[src/rtl/bbot_encoder_sample_scheduler.sv]
// Encoder sample scheduler: periodically snapshots NUM_CH 32-bit quadrature counts and
// streams one {channel, count, delta, seq} record per channel over a valid/ready handshake.
// The first tick after reset or after enable rises only primes the previous-snapshot bank.
module bbot_encoder_sample_scheduler #(
  parameter int unsigned NUM_CH = 2,
  parameter int unsigned CH_W   = 3,
  parameter int unsigned PERIOD = 50000,
  parameter int unsigned PER_W  = 16
) (
  input  logic                 clock,
  input  logic                 reset,
  input  logic                 enable,
  input  logic [NUM_CH*32-1:0] count_in,
  output logic                 out_valid,
  input  logic                 out_ready,
  output logic [CH_W-1:0]      out_channel,
  output logic [31:0]          out_count,
  output logic [31:0]          out_delta,
  output logic [7:0]           out_seq,
  output logic                 overrun,
  input  logic                 overrun_clear
);

  typedef enum logic [0:0] {
    StIdle,
    StEmit
  } state_e;

  localparam logic [PER_W-1:0] TimerLast = PER_W'(PERIOD - 1);
  localparam logic [CH_W-1:0]  ChLast    = CH_W'(NUM_CH - 1);

  state_e             state_q, state_d;
  logic [PER_W-1:0]   timer_q, timer_d;
  logic               primed_q, primed_d;
  logic [CH_W-1:0]    ch_q, ch_d;
  logic [7:0]         seq_q, seq_d;
  logic               overrun_q, overrun_d;
  logic [31:0]        snap_q [NUM_CH];
  logic [31:0]        snap_d [NUM_CH];
  logic [31:0]        prev_q [NUM_CH];
  logic [31:0]        prev_d [NUM_CH];

  logic               tick;
  logic [31:0]        sel_snap;
  logic [31:0]        sel_prev;

  assign tick = enable && (timer_q == TimerLast);

  // Period timer: free-runs 0..PERIOD-1 while enabled, parked at zero otherwise.
  always_comb begin
    timer_d = timer_q;
    if (!enable) begin
      timer_d = '0;
    end else if (timer_q == TimerLast) begin
      timer_d = '0;
    end else begin
      timer_d = timer_q + PER_W'(1);
    end
  end

  // Frame sequencing, snapshot capture, prev update on handshake and sticky overrun.
  always_comb begin
    state_d   = state_q;
    ch_d      = ch_q;
    seq_d     = seq_q;
    primed_d  = primed_q;
    overrun_d = overrun_q;
    snap_d    = snap_q;
    prev_d    = prev_q;

    // A dropped tick below overrides the clear, so set wins on a collision.
    if (overrun_clear) begin
      overrun_d = 1'b0;
    end

    unique case (state_q)
      StIdle: begin
        if (tick) begin
          for (int k = 0; k < NUM_CH; k++) begin
            snap_d[k] = count_in[32*k +: 32];
          end
          if (!primed_q) begin
            // Priming tick: establish the delta baseline, emit nothing.
            for (int k = 0; k < NUM_CH; k++) begin
              prev_d[k] = count_in[32*k +: 32];
            end
            primed_d = 1'b1;
          end else begin
            state_d = StEmit;
            ch_d    = '0;
          end
        end
      end
      StEmit: begin
        // Tick during a frame is dropped; snap and prev stay as they are.
        if (tick) begin
          overrun_d = 1'b1;
        end
        if (out_ready) begin
          for (int k = 0; k < NUM_CH; k++) begin
            if (CH_W'(k) == ch_q) begin
              prev_d[k] = snap_q[k];
            end
          end
          if (ch_q == ChLast) begin
            state_d = StIdle;
            ch_d    = '0;
            seq_d   = seq_q + 8'd1;
          end else begin
            ch_d = ch_q + CH_W'(1);
          end
        end
      end
      default: begin
        state_d = StIdle;
      end
    endcase

    if (!enable) begin
      primed_d = 1'b0;
    end
  end

  // State registers with synchronous active-high reset.
  always_ff @(posedge clock) begin
    if (reset) begin
      state_q   <= StIdle;
      timer_q   <= '0;
      primed_q  <= 1'b0;
      ch_q      <= '0;
      seq_q     <= '0;
      overrun_q <= 1'b0;
      snap_q    <= '{default: '0};
      prev_q    <= '{default: '0};
    end else begin
      state_q   <= state_d;
      timer_q   <= timer_d;
      primed_q  <= primed_d;
      ch_q      <= ch_d;
      seq_q     <= seq_d;
      overrun_q <= overrun_d;
      snap_q    <= snap_d;
      prev_q    <= prev_d;
    end
  end

  // Select the current channel's snapshot pair without a raw variable-width array index.
  always_comb begin
    sel_snap = '0;
    sel_prev = '0;
    for (int k = 0; k < NUM_CH; k++) begin
      if (CH_W'(k) == ch_q) begin
        sel_snap = snap_q[k];
        sel_prev = prev_q[k];
      end
    end
  end

  assign out_valid   = (state_q == StEmit);
  assign out_channel = ch_q;
  assign out_count   = sel_snap;
  assign out_delta   = sel_snap - sel_prev;
  assign out_seq     = seq_q;
  assign overrun     = overrun_q;

endmodule

[config.mk]
export PLATFORM = sky130hd
export DESIGN_NAME = bbot_encoder_sample_scheduler
export DESIGN_NICKNAME = d
export VERILOG_FILES = /design/src/rtl/bbot_encoder_sample_scheduler.sv
export SDC_FILE = /design/constraint.sdc
export NUM_CORES = 1
export LEC_CHECK = 0
export BUFFER_PORTS_ARGS = -buffer_cell sky130_fd_sc_hd__clkbuf_2
export CORE_ASPECT_RATIO = 0.5
export CORE_MARGIN = 1.5
export CORE_UTILIZATION = 26
export DETAILED_ROUTE_END_ITERATION = 12
export HOLD_SLACK_MARGIN = 0.05
export PLACE_DENSITY = 0.49
export SETUP_SLACK_MARGIN = 0.2
export SLEW_MARGIN = 20
export SYNTH_ARGS = -nofsm -noshare
export SYNTH_HDL_FRONTEND = slang
export SYNTH_SLANG_ARGS = --single-unit
[constraint.sdc]
create_clock -name clock -period 5.99 [get_ports clock]
set_clock_uncertainty 0.15 [all_clocks]
set_input_delay 0.2995 -clock clock [delete_from_list [all_inputs] [get_ports clock]]
set_output_delay 0.2995 -clock clock [all_outputs]
set_load 0.005 [all_outputs]
==> summary.md <==
| Metric | Value |
|---|---|
| Internal Power | `1.78 mW` |
| Vias/cell | `4.88` |
| CTS max path bufs | `2` |
| Vias post-DR | `8029` |
| Post-CTS Resized | `0` |
| GR Util All Layers | `0.157` |
| CP endpoint kind | `output port` |
| Cell area after synthesis | `8740 um^2` |
| Area occupied by registers | `3170 um^2` |
| Final hold viol count | `0` |
| Layout cells sized above 1 | `0.209` |
| Fin crit period | `4.89 ns` |
| Rows | `47` |
| Root buf cell | `clkbuf_16` |
| Setup violators final | `0` |
| Routed wire length | `27400 um` |
| Overflow after GRT | `0` |
| Synthesized area per cell | `8.51 um^2` |
| Multi-input gate area | `5200 um^2` |
| Clock group share of total power | `0.497` |
| Dpl cells | `1546` |
| Slew headroom | `0.398` |
| TritonCTS buffer count | `17` |
| Vias in the first global route | `7730` |
| Mapped Cells | `1026` |
| Worst setup path class | `reg -> out` |
| Pin count of the biggest net entering global routing | `89` |
| Leakage | `4.08 nW` |
| Post-synthesis sequential area ratio | `0.362` |
| HPWL after detailed placement | `19100 um` |
| RSZ-0062 raised after global routing | `no` |
| FF+latch count, synth | `158` |
| Power per Cell Area | `208 nW/um^2` |
| HP Class | `in -> reg` |
| I/O pins | `146` |
| Clock Sinks | `158` |
| First drt pass iteration count | `6` |
| Fmax | `205 MHz` |
| WP data required | `5.54 ns` |
| Setup bufs post-CTS | `0` |
| Synth async-reset ratio | `0` |
| Sw frac | `0.226` |
| Drc violations | `0` |
| Chip Width | `262 um` |
| Die H | `133 um` |
| Routed Antenna Nets | `0` |
| Setup TNS | `0 ns` |
| Yosys cell types | `57` |
| Synth Net Count | `1129` |
| Core footprint | `33000 um^2` |
| Placement-stage worst setup slack | `1.56 ns` |
| CP startpoint kind | `register` |
| Initial antenna violation count | `1` |
| TritonCTS clock tree | `built` |
| Worst-Skew Late Latency | `0.44 ns` |
| DR WL/cell | `16.7 um` |
| Net count, final | `1293` |
| Top FF cell, synth | `dfxtp_1` |
| Syn-to-layout area delta | `26.5%` |
| Post-synth EDFFs | `0` |
| 1st-iter DRT viols | `503` |
| Worst-margin pin slew | `0.903 ns` |
| Crit path DAT | `4.44 ns` |
| RD Place Congestion | `0.884` |
| Fin. max-slew vios | `0` |
| Slack of the critical path | `1.10 ns` |
| Die ar. | `34800 um^2` |
| Biggest fanout along the worst timing path | `33` |
| CTS H-tree depth | `4` |
| Number of port buffers | `145` |
| Combinational share of power | `0.046` |
| CTS Hold Buffers Added | `66` |
| VDD IR max | `0.000204 V` |
| Non-filler cells, final | `1645` |
| Clk pin slew, worst setup/hold paths | `0.06 ns` |
| Yosys warnings | `0` |
| Flop pwr share | `0.456` |
| Switching power | `0.521 mW` |
| Initial Utilization | `0.264` |
| MaxCap Viol Count | `0` |
| Part of the cycle the worst path needs | `0.816` |
| Status | `completed` |
| # fillers | `3483` |
| First-pass GRT wire length | `42900 um` |
==> layout make-up <==
cell class | instances | share of cell area
diodes | 1 | 0.000226
clock buffers | 19 | 0.0410
clock inverters | 13 | 0.0145
inverters | 15 | 0.00509
multi-input cells | 777 | 0.470
flip-flops and latches | 158 | 0.286
well taps | 441 | 0.0499
repair buffers | 221 | 0.133
==> power by group through the flow <==
| stage | Clock, mW | Combinational [mW] | Sequential [mW] |
|---|---|---|---|
| global route | 1.22 | 0.116 | 1.05 |
| global placement | 0 | 0.0705 | 1.07 |
| floorplan | 0 | 0.0342 | 1.07 |
| finish | 1.14 | 0.107 | 1.05 |
| detailed placement | 0 | 0.0715 | 1.07 |
| CTS | 1.18 | 0.108 | 1.05 |
==> logic make-up after synthesis <==
logic type,after synthesis,synth area share
mux,66,0.0756
xor+xnor,48,0.0481
buf+inv,91,0.0457
fa+ha+maj,34,0.0496
compound gates,300,0.258
simple gates,329,0.161
flops,158,0.362
==> metrics by stage <==
stage	instance area, um^2	power (mW)	hold slack (ns)	utilization
final	11100	2.30	0.195	0.334
after floorplan	8740	1.11	0.263	-
after CTS	11100	2.34	0.219	0.334
after detailed placement	9780	1.15	0.283	0.296
after global placement	9780	1.15	0.276	0.296
after global routing	11100	2.38	0.241	0.334
==> worst max-delay path, cell delays in order (launching register included) <==
cell and delay (ns):
dfxtp_1 0.48, nor3b_2 0.33, buf_4 0.41, a22oi_1 0.13, ha_1 0.37, nand2_1 0.10
o211a_1 0.28, nor4_1 0.43, o21ai_0 0.26, o311ai_0 0.63, a221oi_1 0.18, xnor2_1 0.22
clkbuf_2 0.15
==> registers in the layout, indices dropped and copies added (netlist names) <==
| name | flops |
|---|---|
| timer_q | 16 |
| snap_q | 64 |
| primed_q | 1 |
| out_seq | 8 |
| overrun | 1 |
| out_valid | 1 |
| prev_q | 64 |
| out_channel | 3 |
==> cell usage after synthesis, types with 4 or more instances <==
cell,count,share of area
a211oi_1,12,0.010
a211oi_2,56,0.080
a21o_1,4,0.0034
a21oi_1,107,0.061
a22o_1,32,0.032
a22oi_1,32,0.027
a31oi_1,8,0.0057
and3_1,5,0.0036
buf_2,10,0.0057
buf_4,8,0.0069
clkbuf_1,55,0.024
dfxtp_1,158,0.36
ha_1,33,0.047
inv_1,15,0.0064
mux2i_1,66,0.076
nand2_1,162,0.070
nand3_1,12,0.0069
nand4_1,7,0.0050
nor2_1,109,0.047
nor2b_1,4,0.0029
nor3_1,5,0.0029
o211ai_1,5,0.0043
o21ai_0,23,0.013
o21bai_1,5,0.0043
or3_1,6,0.0043
xnor2_1,23,0.023
xor2_1,25,0.025
==> layer usage <==
metal | vias up | wire (um) | track usage
met2 | 133 | 13000 | 0.261
met4 | 0 | 466 | 0.0517
met5 | - | 0 | 0
met3 | 31 | 939 | 0.0324
li1 | 3987 | - | -
met1 | 3878 | 13000 | 0.203
==> final timing paths <==
check,from,endpoint,slack [ns],depth (start not counted)
setup / recovery,out_channel[0],out_delta[28],1.10,12
hold / removal,reset,out_seq[1],0.19,2
setup reg to reg,timer_q[11],prev_q[27],2.29,7
hold reg to reg,timer_q[0],timer_q[0],0.30,1
==> placed cells by master (no fill, tap or decap), types with 4 or more instances in the layout <==
cell and count:
nand2_1 162, dfxtp_1 157, clkbuf_2 144, nor2_1 109, a21oi_1 107, mux2i_1 66, dlygate4sd3_1 66, a211oi_2 56
ha_1 33, a22o_1 32, a22oi_1 32, xor2_1 25, xnor2_1 23, o21ai_0 23, clkbuf_16 17, inv_1 15
nand3_1 12, a211oi_1 12, buf_4 10, a31oi_1 8, nand4_1 7, or3_1 6, o211ai_1 5, and3_1 5
nor2b_1 4, nor3_1 4, a21o_1 4, o21bai_1 4, clkinv_2 4
Note: power is estimated with default switching activity, not from simulation.
